===== src/rtl/train_center_cal_tx_pkg.sv =====
// Shared types and sideband message codes for the MBTRAIN centre-calibration blocks.
package train_center_cal_tx_pkg;

    typedef enum logic [2:0] {
        StIdle,
        StSendStartReq,
        StWaitStartResp,
        StRunTest,
        StSendEndReq,
        StWaitEndResp,
        StTestFinished,
        StTimeout
    } state_t;

    typedef logic [3:0]  sb_msg_t;
    typedef logic [15:0] lanes_t;

    localparam sb_msg_t SB_NONE       = 4'b0000;
    localparam sb_msg_t SB_START_REQ  = 4'b0001;
    localparam sb_msg_t SB_START_RESP = 4'b0010;
    localparam sb_msg_t SB_END_REQ    = 4'b0011;
    localparam sb_msg_t SB_END_RESP   = 4'b0100;

    function automatic logic is_wait(input state_t s);
        return (s == StWaitStartResp) || (s == StWaitEndResp);
    endfunction

    function automatic logic is_send(input state_t s);
        return (s == StSendStartReq) || (s == StSendEndReq);
    endfunction

endpackage


===== src/rtl/train_center_cal_tx_if.sv =====
// Sequencer/sideband/point-test signal bundle of the TX centre-calibration block.
interface train_center_cal_tx_if;
    import train_center_cal_tx_pkg::*;

    logic    i_en;
    sb_msg_t i_decoded_sideband_message;
    logic    i_busy_negedge_detected;
    logic    i_valid_rx;
    logic    i_pt_done;
    lanes_t  i_tx_lanes_result;
    sb_msg_t o_sideband_message;
    logic    o_valid_tx;
    logic    o_pt_en;
    logic    o_eye_width_sweep_en;
    lanes_t  o_lanes_result;
    logic    o_test_ack;
    logic    o_timeout;

    // The calibration block itself.
    modport master (
        input  i_en, i_decoded_sideband_message, i_busy_negedge_detected, i_valid_rx,
        input  i_pt_done, i_tx_lanes_result,
        output o_sideband_message, o_valid_tx, o_pt_en, o_eye_width_sweep_en,
        output o_lanes_result, o_test_ack, o_timeout
    );

    // The surrounding sequencer / sideband / point-test logic.
    modport slave (
        output i_en, i_decoded_sideband_message, i_busy_negedge_detected, i_valid_rx,
        output i_pt_done, i_tx_lanes_result,
        input  o_sideband_message, o_valid_tx, o_pt_en, o_eye_width_sweep_en,
        input  o_lanes_result, o_test_ack, o_timeout
    );

endinterface


===== src/rtl/train_center_cal_tx_sb_valid_arbiter.sv =====
// Sideband valid generator shared by the TX/RX calibration blocks: holds a request
// pending while the other block owns the mux, drops valid when the serializer is done.
module sb_valid_arbiter (
    input  logic clk,
    input  logic rst,
    input  logic clr_i,
    input  logic raise_i,
    input  logic busy_negedge_i,
    input  logic valid_rx_i,
    output logic valid_o,
    output logic valid_negedge_o
);

    logic pending_q, pending_d;
    logic valid_q, valid_d;
    logic valid_prev_q;

    // Next pending/valid; serializer completion has priority over a new raise of valid.
    always_comb begin
        pending_d = pending_q;
        valid_d   = valid_q;
        if (raise_i) begin
            pending_d = 1'b1;
        end else if (busy_negedge_i && !valid_rx_i) begin
            pending_d = 1'b0;
        end
        if (busy_negedge_i) begin
            valid_d = 1'b0;
        end else if ((raise_i || pending_q) && !valid_rx_i) begin
            valid_d = 1'b1;
        end
    end

    // State registers; clr_i aborts any handshake in flight.
    always_ff @(posedge clk) begin
        if (rst || clr_i) begin
            pending_q    <= 1'b0;
            valid_q      <= 1'b0;
            valid_prev_q <= 1'b0;
        end else begin
            pending_q    <= pending_d;
            valid_q      <= valid_d;
            valid_prev_q <= valid_q;
        end
    end

    assign valid_o         = valid_q;
    assign valid_negedge_o = !valid_q && valid_prev_q;

endmodule


===== src/rtl/train_center_cal_tx.sv =====
// TX side of the MBTRAIN centre-calibration handshake: start req/resp, local point
// test, end req/resp, with a per-wait timeout and a latched per-lane result.
module train_center_cal_tx
    import train_center_cal_tx_pkg::*;
#(
    parameter int unsigned TIMEOUT_CYCLES = 8000,
    parameter int unsigned CNT_W          = 13
) (
    input logic              clk,
    input logic              rst,
    train_center_cal_tx_if.master bus
);

    localparam logic [CNT_W-1:0] CntMax = CNT_W'(TIMEOUT_CYCLES - 1);

    state_t           state_q, state_d;
    logic [CNT_W-1:0] cnt_q, cnt_d;
    sb_msg_t          msg_q, msg_d;
    lanes_t           lanes_q, lanes_d;
    logic             pt_en_q, pt_en_d;
    logic             ack_q, ack_d;
    logic             timeout_q, timeout_d;
    logic             raise_q, raise_d;
    logic             valid_tx;
    logic             valid_negedge;
    logic             timeout_hit;

    assign timeout_hit = (cnt_q == CntMax);

    // Next state and registered outputs.
    always_comb begin
        state_d   = state_q;
        msg_d     = msg_q;
        lanes_d   = lanes_q;
        pt_en_d   = pt_en_q;
        ack_d     = ack_q;
        timeout_d = timeout_q;
        if (!bus.i_en || state_q == StIdle) begin
            state_d   = StIdle;
            msg_d     = SB_NONE;
            lanes_d   = '0;
            pt_en_d   = 1'b0;
            ack_d     = 1'b0;
            timeout_d = 1'b0;
            if (bus.i_en) begin
                state_d = StSendStartReq;
                msg_d   = SB_START_REQ;
            end
        end else begin
            unique case (state_q)
                StSendStartReq: if (valid_negedge) state_d = StWaitStartResp;
                StWaitStartResp: begin
                    // A response on the last counted cycle still wins.
                    if (bus.i_decoded_sideband_message == SB_START_RESP) begin
                        state_d = StRunTest;
                        pt_en_d = 1'b1;
                    end else if (timeout_hit) begin
                        state_d   = StTimeout;
                        timeout_d = 1'b1;
                    end
                end
                StRunTest: begin
                    if (bus.i_pt_done) begin
                        state_d = StSendEndReq;
                        pt_en_d = 1'b0;
                        lanes_d = bus.i_tx_lanes_result;
                        msg_d   = SB_END_REQ;
                    end
                end
                StSendEndReq: if (valid_negedge) state_d = StWaitEndResp;
                StWaitEndResp: begin
                    if (bus.i_decoded_sideband_message == SB_END_RESP) begin
                        state_d = StTestFinished;
                        msg_d   = SB_NONE;
                        ack_d   = 1'b1;
                    end else if (timeout_hit) begin
                        state_d   = StTimeout;
                        timeout_d = 1'b1;
                    end
                end
                StTestFinished, StTimeout: ;
                default: state_d = StIdle;
            endcase
        end
    end

    // Wait counter restarts on entry to a WAIT state; raise pulses one cycle after
    // entering a SEND state so the message is already stable when valid rises.
    always_comb begin
        cnt_d = '0;
        if (is_wait(state_q) && state_d == state_q) begin
            cnt_d = timeout_hit ? cnt_q : cnt_q + CNT_W'(1);
        end
        raise_d = is_send(state_d) && (state_d != state_q);
    end

    // State and output registers.
    always_ff @(posedge clk) begin
        if (rst) begin
            state_q   <= StIdle;
            cnt_q     <= '0;
            msg_q     <= SB_NONE;
            lanes_q   <= '0;
            pt_en_q   <= 1'b0;
            ack_q     <= 1'b0;
            timeout_q <= 1'b0;
            raise_q   <= 1'b0;
        end else begin
            state_q   <= state_d;
            cnt_q     <= cnt_d;
            msg_q     <= msg_d;
            lanes_q   <= lanes_d;
            pt_en_q   <= pt_en_d;
            ack_q     <= ack_d;
            timeout_q <= timeout_d;
            raise_q   <= raise_d;
        end
    end

    sb_valid_arbiter u_arb (
        .clk            (clk),
        .rst            (rst),
        .clr_i          (!bus.i_en),
        .raise_i        (raise_q),
        .busy_negedge_i (bus.i_busy_negedge_detected),
        .valid_rx_i     (bus.i_valid_rx),
        .valid_o        (valid_tx),
        .valid_negedge_o(valid_negedge)
    );

    assign bus.o_sideband_message   = msg_q;
    assign bus.o_valid_tx           = valid_tx;
    assign bus.o_pt_en              = pt_en_q;
    assign bus.o_eye_width_sweep_en = 1'b0;
    assign bus.o_lanes_result       = lanes_q;
    assign bus.o_test_ack           = ack_q;
    assign bus.o_timeout            = timeout_q;

endmodule


===== src/flat_wrapper.sv =====
// flat-port wrapper written by rule: the top's interface ports become plain ports
module train_center_cal_tx_flat import train_center_cal_tx_pkg::*;
#(
    parameter int unsigned TIMEOUT_CYCLES = 8000,
    parameter int unsigned CNT_W          = 13
)
  (clk, rst, bus_i_en, bus_i_decoded_sideband_message, bus_i_busy_negedge_detected, bus_i_valid_rx, bus_i_pt_done, bus_i_tx_lanes_result, bus_o_sideband_message, bus_o_valid_tx, bus_o_pt_en, bus_o_eye_width_sweep_en, bus_o_lanes_result, bus_o_test_ack, bus_o_timeout);
  train_center_cal_tx_if bus_i ();
  input logic clk;
  input logic rst;
  input wire logic [$bits(bus_i.i_en)-1:0] bus_i_en;
  input wire logic [$bits(bus_i.i_decoded_sideband_message)-1:0] bus_i_decoded_sideband_message;
  input wire logic [$bits(bus_i.i_busy_negedge_detected)-1:0] bus_i_busy_negedge_detected;
  input wire logic [$bits(bus_i.i_valid_rx)-1:0] bus_i_valid_rx;
  input wire logic [$bits(bus_i.i_pt_done)-1:0] bus_i_pt_done;
  input wire logic [$bits(bus_i.i_tx_lanes_result)-1:0] bus_i_tx_lanes_result;
  output wire logic [$bits(bus_i.o_sideband_message)-1:0] bus_o_sideband_message;
  output wire logic [$bits(bus_i.o_valid_tx)-1:0] bus_o_valid_tx;
  output wire logic [$bits(bus_i.o_pt_en)-1:0] bus_o_pt_en;
  output wire logic [$bits(bus_i.o_eye_width_sweep_en)-1:0] bus_o_eye_width_sweep_en;
  output wire logic [$bits(bus_i.o_lanes_result)-1:0] bus_o_lanes_result;
  output wire logic [$bits(bus_i.o_test_ack)-1:0] bus_o_test_ack;
  output wire logic [$bits(bus_i.o_timeout)-1:0] bus_o_timeout;
  assign bus_i.i_en = bus_i_en;
  assign bus_i.i_decoded_sideband_message = bus_i_decoded_sideband_message;
  assign bus_i.i_busy_negedge_detected = bus_i_busy_negedge_detected;
  assign bus_i.i_valid_rx = bus_i_valid_rx;
  assign bus_i.i_pt_done = bus_i_pt_done;
  assign bus_i.i_tx_lanes_result = bus_i_tx_lanes_result;
  assign bus_o_sideband_message = bus_i.o_sideband_message;
  assign bus_o_valid_tx = bus_i.o_valid_tx;
  assign bus_o_pt_en = bus_i.o_pt_en;
  assign bus_o_eye_width_sweep_en = bus_i.o_eye_width_sweep_en;
  assign bus_o_lanes_result = bus_i.o_lanes_result;
  assign bus_o_test_ack = bus_i.o_test_ack;
  assign bus_o_timeout = bus_i.o_timeout;
  train_center_cal_tx #(.TIMEOUT_CYCLES(TIMEOUT_CYCLES), .CNT_W(CNT_W)) u_core (.clk(clk), .rst(rst), .bus(bus_i));
endmodule

===== config.mk =====
export PLATFORM = sky130hd
export DESIGN_NAME = train_center_cal_tx_flat
export DESIGN_NICKNAME = d
export VERILOG_FILES = /design/src/rtl/train_center_cal_tx_pkg.sv /design/src/rtl/train_center_cal_tx_if.sv /design/src/rtl/train_center_cal_tx_sb_valid_arbiter.sv /design/src/rtl/train_center_cal_tx.sv /design/src/flat_wrapper.sv
export SDC_FILE = /design/constraint.sdc
export NUM_CORES = 1
export LEC_CHECK = 0
export BUFFER_PORTS_ARGS = -buffer_cell sky130_fd_sc_hd__buf_2
export CAP_MARGIN = 5
export CORE_AREA = 2 2 76 60
export DETAILED_ROUTE_END_ITERATION = 16
export DIE_AREA = 0 0 78 62
export PLACE_DENSITY_LB_ADDON = 0.15
export SLEW_MARGIN = 20
export SYNTH_ARGS = -nofsm -noshare
export SYNTH_HDL_FRONTEND = slang
export SYNTH_SLANG_ARGS = --single-unit

===== constraint.sdc =====
create_clock -name clk -period 2.26 [get_ports clk]
set_input_delay 0.565 -clock clk [delete_from_list [all_inputs] [get_ports clk]]
set_output_delay 0.565 -clock clk [all_outputs]
set_load 0.03 [all_outputs]

# Word-level counts from Yosys, hierarchy flattened
# Index checks and enable logic that the tools add are counted.
totals:
  out_inout_bits: 25
  input_bits: 26
  reg_bits: 43
  latch_bits: 0
  word_cells: 83
  n_memories: 0
  ramBits: 0
  rom_bits: 0
op_classes:
  n_addsub: 1
  shift: 0
  n_mux: 23
  eq_ne: 20
  reduce_logical: 27
  bitwise_logic: 1
  multipliers: 0
  magnitude_cmp: 0
  div: 0
ops:
  columns: ["cell", "count"]
  rows:
  - ["$mux W3", 7]
  - ["$pmux W3 S6", 1]
  - ["$eq A3 B3 Y1 const B", 5]
  - ["$add A13 B1 Y13 const B", 1]
  - ["$eq A13 B13 Y1 const B", 1]
  - ["$mux W4", 3]
  - ["$mux W1", 9]
  - ["$reduce_and A3 Y1", 3]
  - ["$pmux W4 S2", 1]
  - ["$reduce_or A2 Y1", 4]
  - ["$eq A3 B1 Y1 const B", 2]
  - ["$eq A3 B2 Y1 const B", 2]
  - ["$ne A2 B2 Y1 const B", 3]
  - ["$reduce_bool A2 Y1", 3]
  - ["$logic_and A1 B1 Y1", 5]
  - ["$logic_or A1 B1 Y1", 5]
  - ["$eq A4 B2 Y1 const B", 1]
  - ["$eq A4 B3 Y1 const B", 1]
  - ["$pmux W1 S2", 2]
  - ["$reduce_and A2 Y1", 2]
  - ["$eq A3 B3 Y1", 1]
  - ["$logic_not A1 Y1", 3]
  - ["$logic_not A3 Y1", 1]
  - ["$ne A3 B1 Y1 const B", 1]
  - ["other kinds (5)", 5]

# Longest topological paths before layout
# Gate-level depths: netlist of run 1.
logic_depth:
  word_depth: 9
  mapped_depth: 9
  mapped_depth_nobuf: 7

# By module
# From an unflattened synthesis of run 1, not the netlist that was laid out.
unflattened:
  hier_cells: 233
  hier_area_um2: 1925.6
by_module_without_submodules:
  columns: ["module", "cells_per_inst", "n_inst", "seq_area_each_um2", "area_per_inst_um2"]
  rows:
  - ["train_center_cal_tx", 222, 1, 760.7, 1809.2]
  - ["sb_valid_arbiter", 11, 1, 60.1, 116.4]

# Worst setup path after synthesis of run 1
# No wires, ideal clock.
synth_timing:
  path_type: "reg-to-reg"
  start: "register u_core.cnt_q[0]"
  end: "register u_core.cnt_q[7]"
  arrival_ns: 2.238
  t_required_ns: 2.145
  stages_incl_launch_ff: 10
  n_path_buf: 2
  setup_time_ns: 0.115
  period_less_slack_ns: 2.353
  setup_slack_ns: -0.093
  cell_sequence: "dfxtp_1 -> ha_1 -> nand3_1 -> or4_4 -> buf_6 -> o41a_1 -> a21boi_1 -> o2111ai_2 -> buf_6 -> nor2_1"
synth_via:
  elab_chain_cells: 9
  word_cells_on_any_way: 11
  cone_classes: "add/sub (1); eq/ne (2); mux (5); bitwise (1); reduce/logical (2)"
synth_lines:
  columns: ["element", "line_no", "text"]
  rows:
  - ["start, declared", "train_center_cal_tx.sv:17", "logic [CNT_W-1:0] cnt_q, cnt_d;"]
  - ["start signal, assigned", "train_center_cal_tx.sv:110", "cnt_q <= cnt_d;"]
  - ["$eq A13 B13 Y1", "train_center_cal_tx.sv:28", "assign timeout_hit = (cnt_q == CntMax);"]
  - ["$mux W3", "train_center_cal_tx.sv:57, train_center_cal_tx.sv:76", null]
  - ["$mux W3 (on tied branches)", "train_center_cal_tx.sv:72, train_center_cal_tx.sv:54", null]
  - ["$pmux W3 S6", "train_center_cal_tx.sv:50", "unique case (state_q)"]
  - ["$mux W3", "train_center_cal_tx.sv:38", "if (!bus.i_en || state_q == StIdle) begin"]
  - ["$eq A3 B3 Y1", "train_center_cal_tx.sv:91", "if (is_wait(state_q) && state_d == state_q) begin"]
  - ["$logic_and A1 B1 Y1", "train_center_cal_tx.sv:91", null]
  - ["$not A1 Y1 (no source line)", null, null]
  - ["$reduce_or A2 Y1 (no source line)", null, null]
# Parallel ways exist; a longest one is shown, timed or not.
# A chain may end at the register's enable or synchronous reset.

# Worst setup path in the final report of run 1
layout_timing:
  start: "register u_core.cnt_q[0]"
  end: "register u_core.cnt_q[6]"
# The elaborated chain is that of the path after synthesis.

==> results of run 1 <==
[state kept, by name (all words and copies together) (netlist names)]
register                       count
u_core.state_q                     3
u_core.u_arb.valid_o               1
u_core.bus.o_sideband_message      2
u_core.bus.o_test_ack              1
u_core.u_arb.valid_prev_q          1
u_core.raise_q                     1
u_core.bus.o_lanes_result         16
u_core.bus.o_timeout               1
u_core.cnt_q                      13
u_core.u_arb.pending_q             1
u_core.bus.o_pt_en                 1
[cells by family after synthesis]
logic type,count (synthesis)
simple gates,115
compound gates,44
flops,41
buf+inv,18
xor+xnor,9
fa+ha+maj,1
other cells,1
mux,1
[stage by stage]
stage | instances | worst slack [ns] | power, mW | hold slack, ns
floorplan | 232 | 0.003373 | 0.7849 | 0.4377
global placement | 337 | 0.02353 | 0.8130 | 0.4372
detailed placement | 337 | 0.01224 | 0.8132 | 0.4440
CTS | 345 | 0.03653 | 1.416 | 0.4364
global route | 346 | 0.01952 | 1.457 | 0.4508
finish | 346 | 0.08306 | 1.395 | 0.4431
[area by class of cell]
cell class | count | area [µm²] | area share [%]
Inverter | 4 | 15.01 | 0.6397
Tap cell | 57 | 71.32 | 3.038
Sequential cell | 41 | 825.8 | 35.18
Timing Repair Buffer | 63 | 362.8 | 15.46
Clock buffer | 7 | 86.33 | 3.678
Clock inverter | 1 | 30.03 | 1.279
Multi-Input combinational cell | 173 | 955.9 | 40.72
[worst paths after layout]
check	endpoint	cells past startpoint
max reg2reg	u_core.cnt_q[6]	8
min	u_core.u_arb.valid_o	2
max	u_core.cnt_q[6]	8
min reg2reg	u_core.bus.o_sideband_message[0]	2
[cells in the mapped netlist]
| cell | instances | area share, % |
|---|---|---|
| nand4_1 | 4 | 1.4 |
| a31oi_1 | 1 | 0.34 |
| o21ai_0 | 5 | 1.4 |
| a21oi_1 | 24 | 6.5 |
| buf_6 | 2 | 1.2 |
| o41a_1 | 1 | 0.61 |
| or2b_1 | 1 | 0.41 |
| or4_4 | 1 | 0.61 |
| nand2_1 | 46 | 9.4 |
| o2111a_1 | 1 | 0.61 |
| o32ai_1 | 1 | 0.48 |
| a41oi_1 | 1 | 0.48 |
| conb_1 | 1 | 0.20 |
| nand4_2 | 1 | 0.68 |
| nor4_1 | 1 | 0.34 |
| or3_1 | 2 | 0.68 |
| or4_1 | 1 | 0.41 |
| nand3b_1 | 3 | 1.2 |
| a2111oi_0 | 1 | 0.48 |
| nor3b_1 | 2 | 0.82 |
| or2_2 | 1 | 0.34 |
| a32oi_1 | 1 | 0.48 |
| a211oi_1 | 1 | 0.41 |
| nand3_1 | 7 | 1.9 |
| mux2i_1 | 1 | 0.54 |
| o2bb2ai_1 | 1 | 0.48 |
| nand2b_1 | 4 | 1.4 |
| o2111ai_2 | 1 | 0.82 |
| nor3_1 | 2 | 0.54 |
| a22oi_1 | 1 | 0.41 |
| o21bai_1 | 1 | 0.41 |
| nor2_1 | 33 | 6.7 |
| o221a_2 | 1 | 0.61 |
| ha_1 | 1 | 0.68 |
| nor4b_1 | 2 | 0.95 |
| clkbuf_1 | 9 | 1.8 |
| nor2b_1 | 3 | 1.0 |
| inv_1 | 4 | 0.82 |
| a21boi_1 | 1 | 0.41 |
| and3_1 | 1 | 0.34 |
| buf_4 | 3 | 1.2 |
| xor2_1 | 5 | 2.4 |
| dfxtp_1 | 41 | 45 |
| o221ai_1 | 1 | 0.48 |
| xnor2_1 | 4 | 1.9 |
[per-layer routing]
layer  vias to the layer above  global-route usage [%]  share of wire, %
met5                         -                       0                 0
met4                         0                   6.767               1.1
met1                       808                   22.86                48
met2                        69                   26.48                43
met3                         5                   5.202               8.1
li1                        896                       -                 -
[repair_timing]
| action | in CTS | in global routing |
|---|---|---|
| endpoints found under the setup margin | 2 | 12 |
| cloned | 0 | 1 |
| pin swaps | 0 | 2 |
| buffers inserted | 0 | 0 |
| gates resized for setup | 1 | 6 |
[power by group through the flow]
stage | clock (mW) | combinational (mW) | sequential, mW
2_1_floorplan | 0 | 0.0369 | 0.748
3_3_place_gp | 0 | 0.0658 | 0.747
3_5_place_dp | 0 | 0.0660 | 0.747
4_1_cts | 0.620 | 0.0665 | 0.730
5_1_grt | 0.653 | 0.0739 | 0.730
6_report | 0.599 | 0.0668 | 0.729
==> summary.txt, run 1 <==
Power Dens Cells - 594.2 nW/µm²
Total Wirelength - 4.055 mm
Clock power share - 42.9%
Slowest cell delay on critical path - 0.56 ns
Peak supply drop - 0.3124 mV
FILL cells - 424
Cell Area, Placed - 2202 µm²
Global-route wire length before repair - 6.437 mm
Leakage - 0.9067 nW
Number of synthesized register bits - 41
Post-Syn Area - 1838 µm²
DR iter-0 viols - 83
FF-to-FF Start - u_core.cnt_q[0]
PortBufs - 47
Netlist cell types - 45
Final ANT Viol Nets - 0
Congestion Overflow GR - 0
Die Area - 4836 µm²
Drt drc - 0
Post-synthesis mux area share - 0.5446%
Most frequent cells in the layout - 47 x buf_2, 46 x nand2_1, 39 x dfxtp_1
CTS Sinks - 41
Ys Warns - 0
Post-Synth Adder-Cell Area - 0.6807%
Most common cell after layout, fill and taps aside - buf_2
Clock tree buffer depth - 2
Synth Area in XOR/XNOR - 4.289%
Via density - 5.139
Crit start category - flop
Clock skew - 0.001649 ns
Die extent in y - 62 µm
CP max stage cell - or4_4
TritonCTS Buffers - 5
GRT Util Overall - 17.11%
Flop pwr share - 52.3%
Worst path arrival time - 2.35 ns
CP required - 2.43 ns
Antenna Diode Count - 0
Cells after synthesis - 230
Worst path buffer plus inverter count - 1
Setup crit end kind - flop
Crit-path cells - ha_4 -> nand3_4 -> or4_4 -> o41a_1 -> a21boi_1 -> o2111ai_2 -> buf_6 -> a21oi_1
Simple-Gate Fraction of Synth Area - 29.14%
H-tree depth - 2
CP Class - reg -> reg
HP Class - in -> reg
Core Rows - 21
Part of the Yosys area used for sequential elements - 44.66%
Pre-Repair DR Iteration Count - 4
Largest family of logic cells by synthesized area - simple AND/OR/NAND/NOR gates
Slew Limit Fails - 0
Area grow syn2layout - 27.71%
Net switching power figure - 0.2800 mW
Sw Share - 20.07%
Initial antenna violation count - 0
Skew-Pair Late Insertion Delay - 0.28 ns
Final hold violations - 0
Clk slew on worst S/H paths - 0.07 ns
Syn Area/Cell - 7.991 µm²
Die width - 78 µm
Detailed placement HPWL - 2.877 mm
TritonCTS clock tree - done
Comb power frac - 4.8%
Vias in the first global route - 1,450
Fin util - 55.83%
Final period util - 96.32%
Hold Buf Count CTS - 0
Delay-heaviest family, CP - compound AO/OA/AOI/OAI gates
Finish-stage setup viols - 0
Cell Int Power - 1.115 mW
Post-Layout Inst Area - 2347 µm²
Setup repair after global routing missed its margin - false
Hold Path Origin - bus_i_busy_negedge_detected
Layout cells sized above 1 - 27.34%
Routed len/inst - 11.72 µm
Outcome - finished, final reports clean
Crit path launch - u_core.cnt_q[0]
Io pins - 51
Max_cap viols - 0
RePlAce Congestion - 0.7989
Minimum clock period - 2.177 ns
Critical path fanouts, max - 6
Final nets - 315
Flop2flop setup slack - 0.08 ns
Via count - 1,778
Largest net degree at the start of global routing - 20
Setup TNS - 0 ns
Initial core utilization - 43.72%
Core area - 4204 µm²
Max Clock Freq - 459.4 MHz
Post-synthesis compound-gate area fraction - 15.38%
Clock root buffer - clkbuf_8
Note: power is estimated with default switching activity, not from simulation.
==> run 2: changes to the inputs <==
Settings changed: CELL_PAD_IN_SITES_DETAIL_PLACEMENT set to 0, CELL_PAD_IN_SITES_GLOBAL_PLACEMENT set to 2, CORE_AREA 2 2 76 60 to 2 2 95 74, CTS_CLUSTER_SIZE set to 12, DIE_AREA 0 0 78 62 to 0 0 97 76.
Clock period 2.26 ns to 2.5 ns, I/O delays scaled along.
==> run 2 against run 1 <==
Net effect: largest cell class unchanged; die area up 52%; via count down 5.1%; hold slack better by 0.0072 ns; clock-buffer cell count down 1; worst setup slack better by 0.091 ns; sequential power down 9.3%; utilization down 20 points; sequential share of layout area up 0.13 points; global-route usage down 4.5 points; clock power down 7.0%; non-clock buffer count down 3; critical endpoint is now u_core.cnt_q[5]; final cell count up 6.9%.
==> summary.txt, run 2 (synthesis results as in run 1) <==
Power Dens Cells - 549.4 nW/µm² (-7.5%)
Reg area - 820.8 µm² (-0.61%)
Setup repair after global routing missed its margin - false
Vias in the first global route - 1,646 (+14%)
Post-cts sizing count - 0 (-1)
Leakage - 0.8880 nW (-2.1%)
Clk slew on worst S/H paths - 0.08 ns (about the same)
Power Total - 1.277 mW (-8.4%)
Pre-Repair DR Iteration Count - 4 (unchanged)
Max reg flops - 16 (unchanged)
Minimum clock period - 2.326 ns (+0.1494 ns)
H-tree depth - 2 (unchanged)
Crit start category - flop
CP Class - reg -> reg
TritonCTS Buffers - 5 (unchanged)
Global-route wire length before repair - 7.507 mm (+17%)
PortBufs - 47 (unchanged)
Slew Limit Fails - 0 (unchanged)
Skew-Pair Late Insertion Delay - 0.30 ns (+0.02 ns)
Most common cell after layout, fill and taps aside - buf_2
Initial antenna violation count - 0 (unchanged)
Final period util - 93.05% (-3.3 points)
CP required - 2.70 ns (+0.27 ns)
GRT Util Overall - 12.64% (-4.5 points)
Detailed placement HPWL - 3.339 mm (+16%)
Core Rows - 26 (+24%)
HP Class - reg -> reg
CTS Sinks - 41 (unchanged)
Initial core utilization - 28.11% (-16 points)
Die extent in y - 76 µm (+23%)
FILL cells - 713 (+68%)
Io pins - 51 (unchanged)
Outcome - finished, final reports clean
Max_cap viols - 0 (unchanged)
Drt drc - 0 (unchanged)
Via count - 1,687 (-5.1%)
TritonCTS clock tree - done
Congestion Overflow GR - 0 (unchanged)
Rel. slew slack - 64.60%
Core area - 6539 µm² (+56%)
Fin util - 35.55% (-20 points)
Worst path arrival time - 2.53 ns (+0.18 ns)
Total Wirelength - 4.449 mm (+9.7%)
Die Area - 7372 µm² (+52%)
Clock skew - 0.01147 ns (+0.009820 ns)
Multi-input logic area - 930.9 µm² (-2.6%)
Setup TNS - 0 ns (unchanged)
Most frequent cells in the layout - 47 x buf_2, 46 x nand2_1, 41 x dfxtp_1
Critical path fanouts, max - 8 (+2)
Largest net degree at the start of global routing - 22 (+10%)
Finish-stage setup viols - 0 (unchanged)
Clock tree buffer depth - 2 (unchanged)
DR iter-0 viols - 44 (-47%)
Setup Fix Bufs, Post-CTS - 0 (unchanged)
Slew @ Worst Pin - 0.5236 ns
Final ANT Viol Nets - 0 (unchanged)
Via density - 4.559 (-11%)
Antenna Diode Count - 0 (unchanged)
Die width - 97 µm (+24%)
Layout cells sized above 1 - 25.52% (-1.8 points)
Area grow syn2layout - 26.48%
Final hold violations - 0 (unchanged)
Final nets - 312 (-0.95%)
Max Clock Freq - 429.9 MHz (-6.4%)
Peak supply drop - 0.1963 mV (-37%)
Clock root buffer - clkbuf_8
Hold Buf Count CTS - 0 (unchanged)
Setup crit end kind - flop
RePlAce Congestion - 0.7892 (-1.2%)
Routed len/inst - 12.02 µm (+2.6%)
run 2: final cells by class:
cell class	count	share of cell area, %
flip-flops and latches	41	35.31
inverters	4	0.6459
repair buffers	60	14.32
multi-input cells	173	40.04
well taps	84	4.521
clock inverters	2	1.615
clock buffers	6	3.552
run 2: worst max-delay path: stages, from the launching register on:
cell and delay, ns:
dfxtp_1 0.40, ha_1 0.21, nand3_1 0.11, or4_4 0.53
o41a_1 0.44, a21boi_1 0.15, o2111ai_2 0.13, buf_4 0.20
nor2_1 0.06
run 2: routing by layer:
layer,global-route usage (%),vias up,routed length [µm]
met1,17.23,753,2223
li1,-,887,-
met3,5.046,7,341
met2,17.78,40,1818
met5,0,-,0
met4,5.070,0,66
run 2: final timing paths:
kind	cells after the start	slack, ns	start	end
max	8	0.17	u_core.cnt_q[0]	u_core.cnt_q[5]
min	2	0.45	u_core.bus.o_sideband_message[0]	u_core.bus.o_sideband_message[0]
max reg2reg	8	0.17	u_core.cnt_q[0]	u_core.cnt_q[5]
min reg2reg	2	0.45	u_core.bus.o_sideband_message[0]	u_core.bus.o_sideband_message[0]
run 2: where the power goes:
part	switching [mW]	total [mW]	internal [mW]
clock	0.233	0.557	0.325
combinational	0.0329	0.0593	0.0265
sequential	0.00457	0.661	0.656
total	0.270	1.28	1.01
run 2: stage by stage:
stage          std cells  cell area (µm²)  hold WS, ns  worst slack, ns
2_1_floorplan        232             1846       0.4377           0.1470
5_1_grt              370             2325       0.4752          0.05362
6_report             370             2325       0.4503           0.1737
4_1_cts              370             2325       0.4565           0.1565
3_3_place_gp         362             2205       0.4366          0.09033
3_5_place_dp         362             2205       0.4446         0.004545
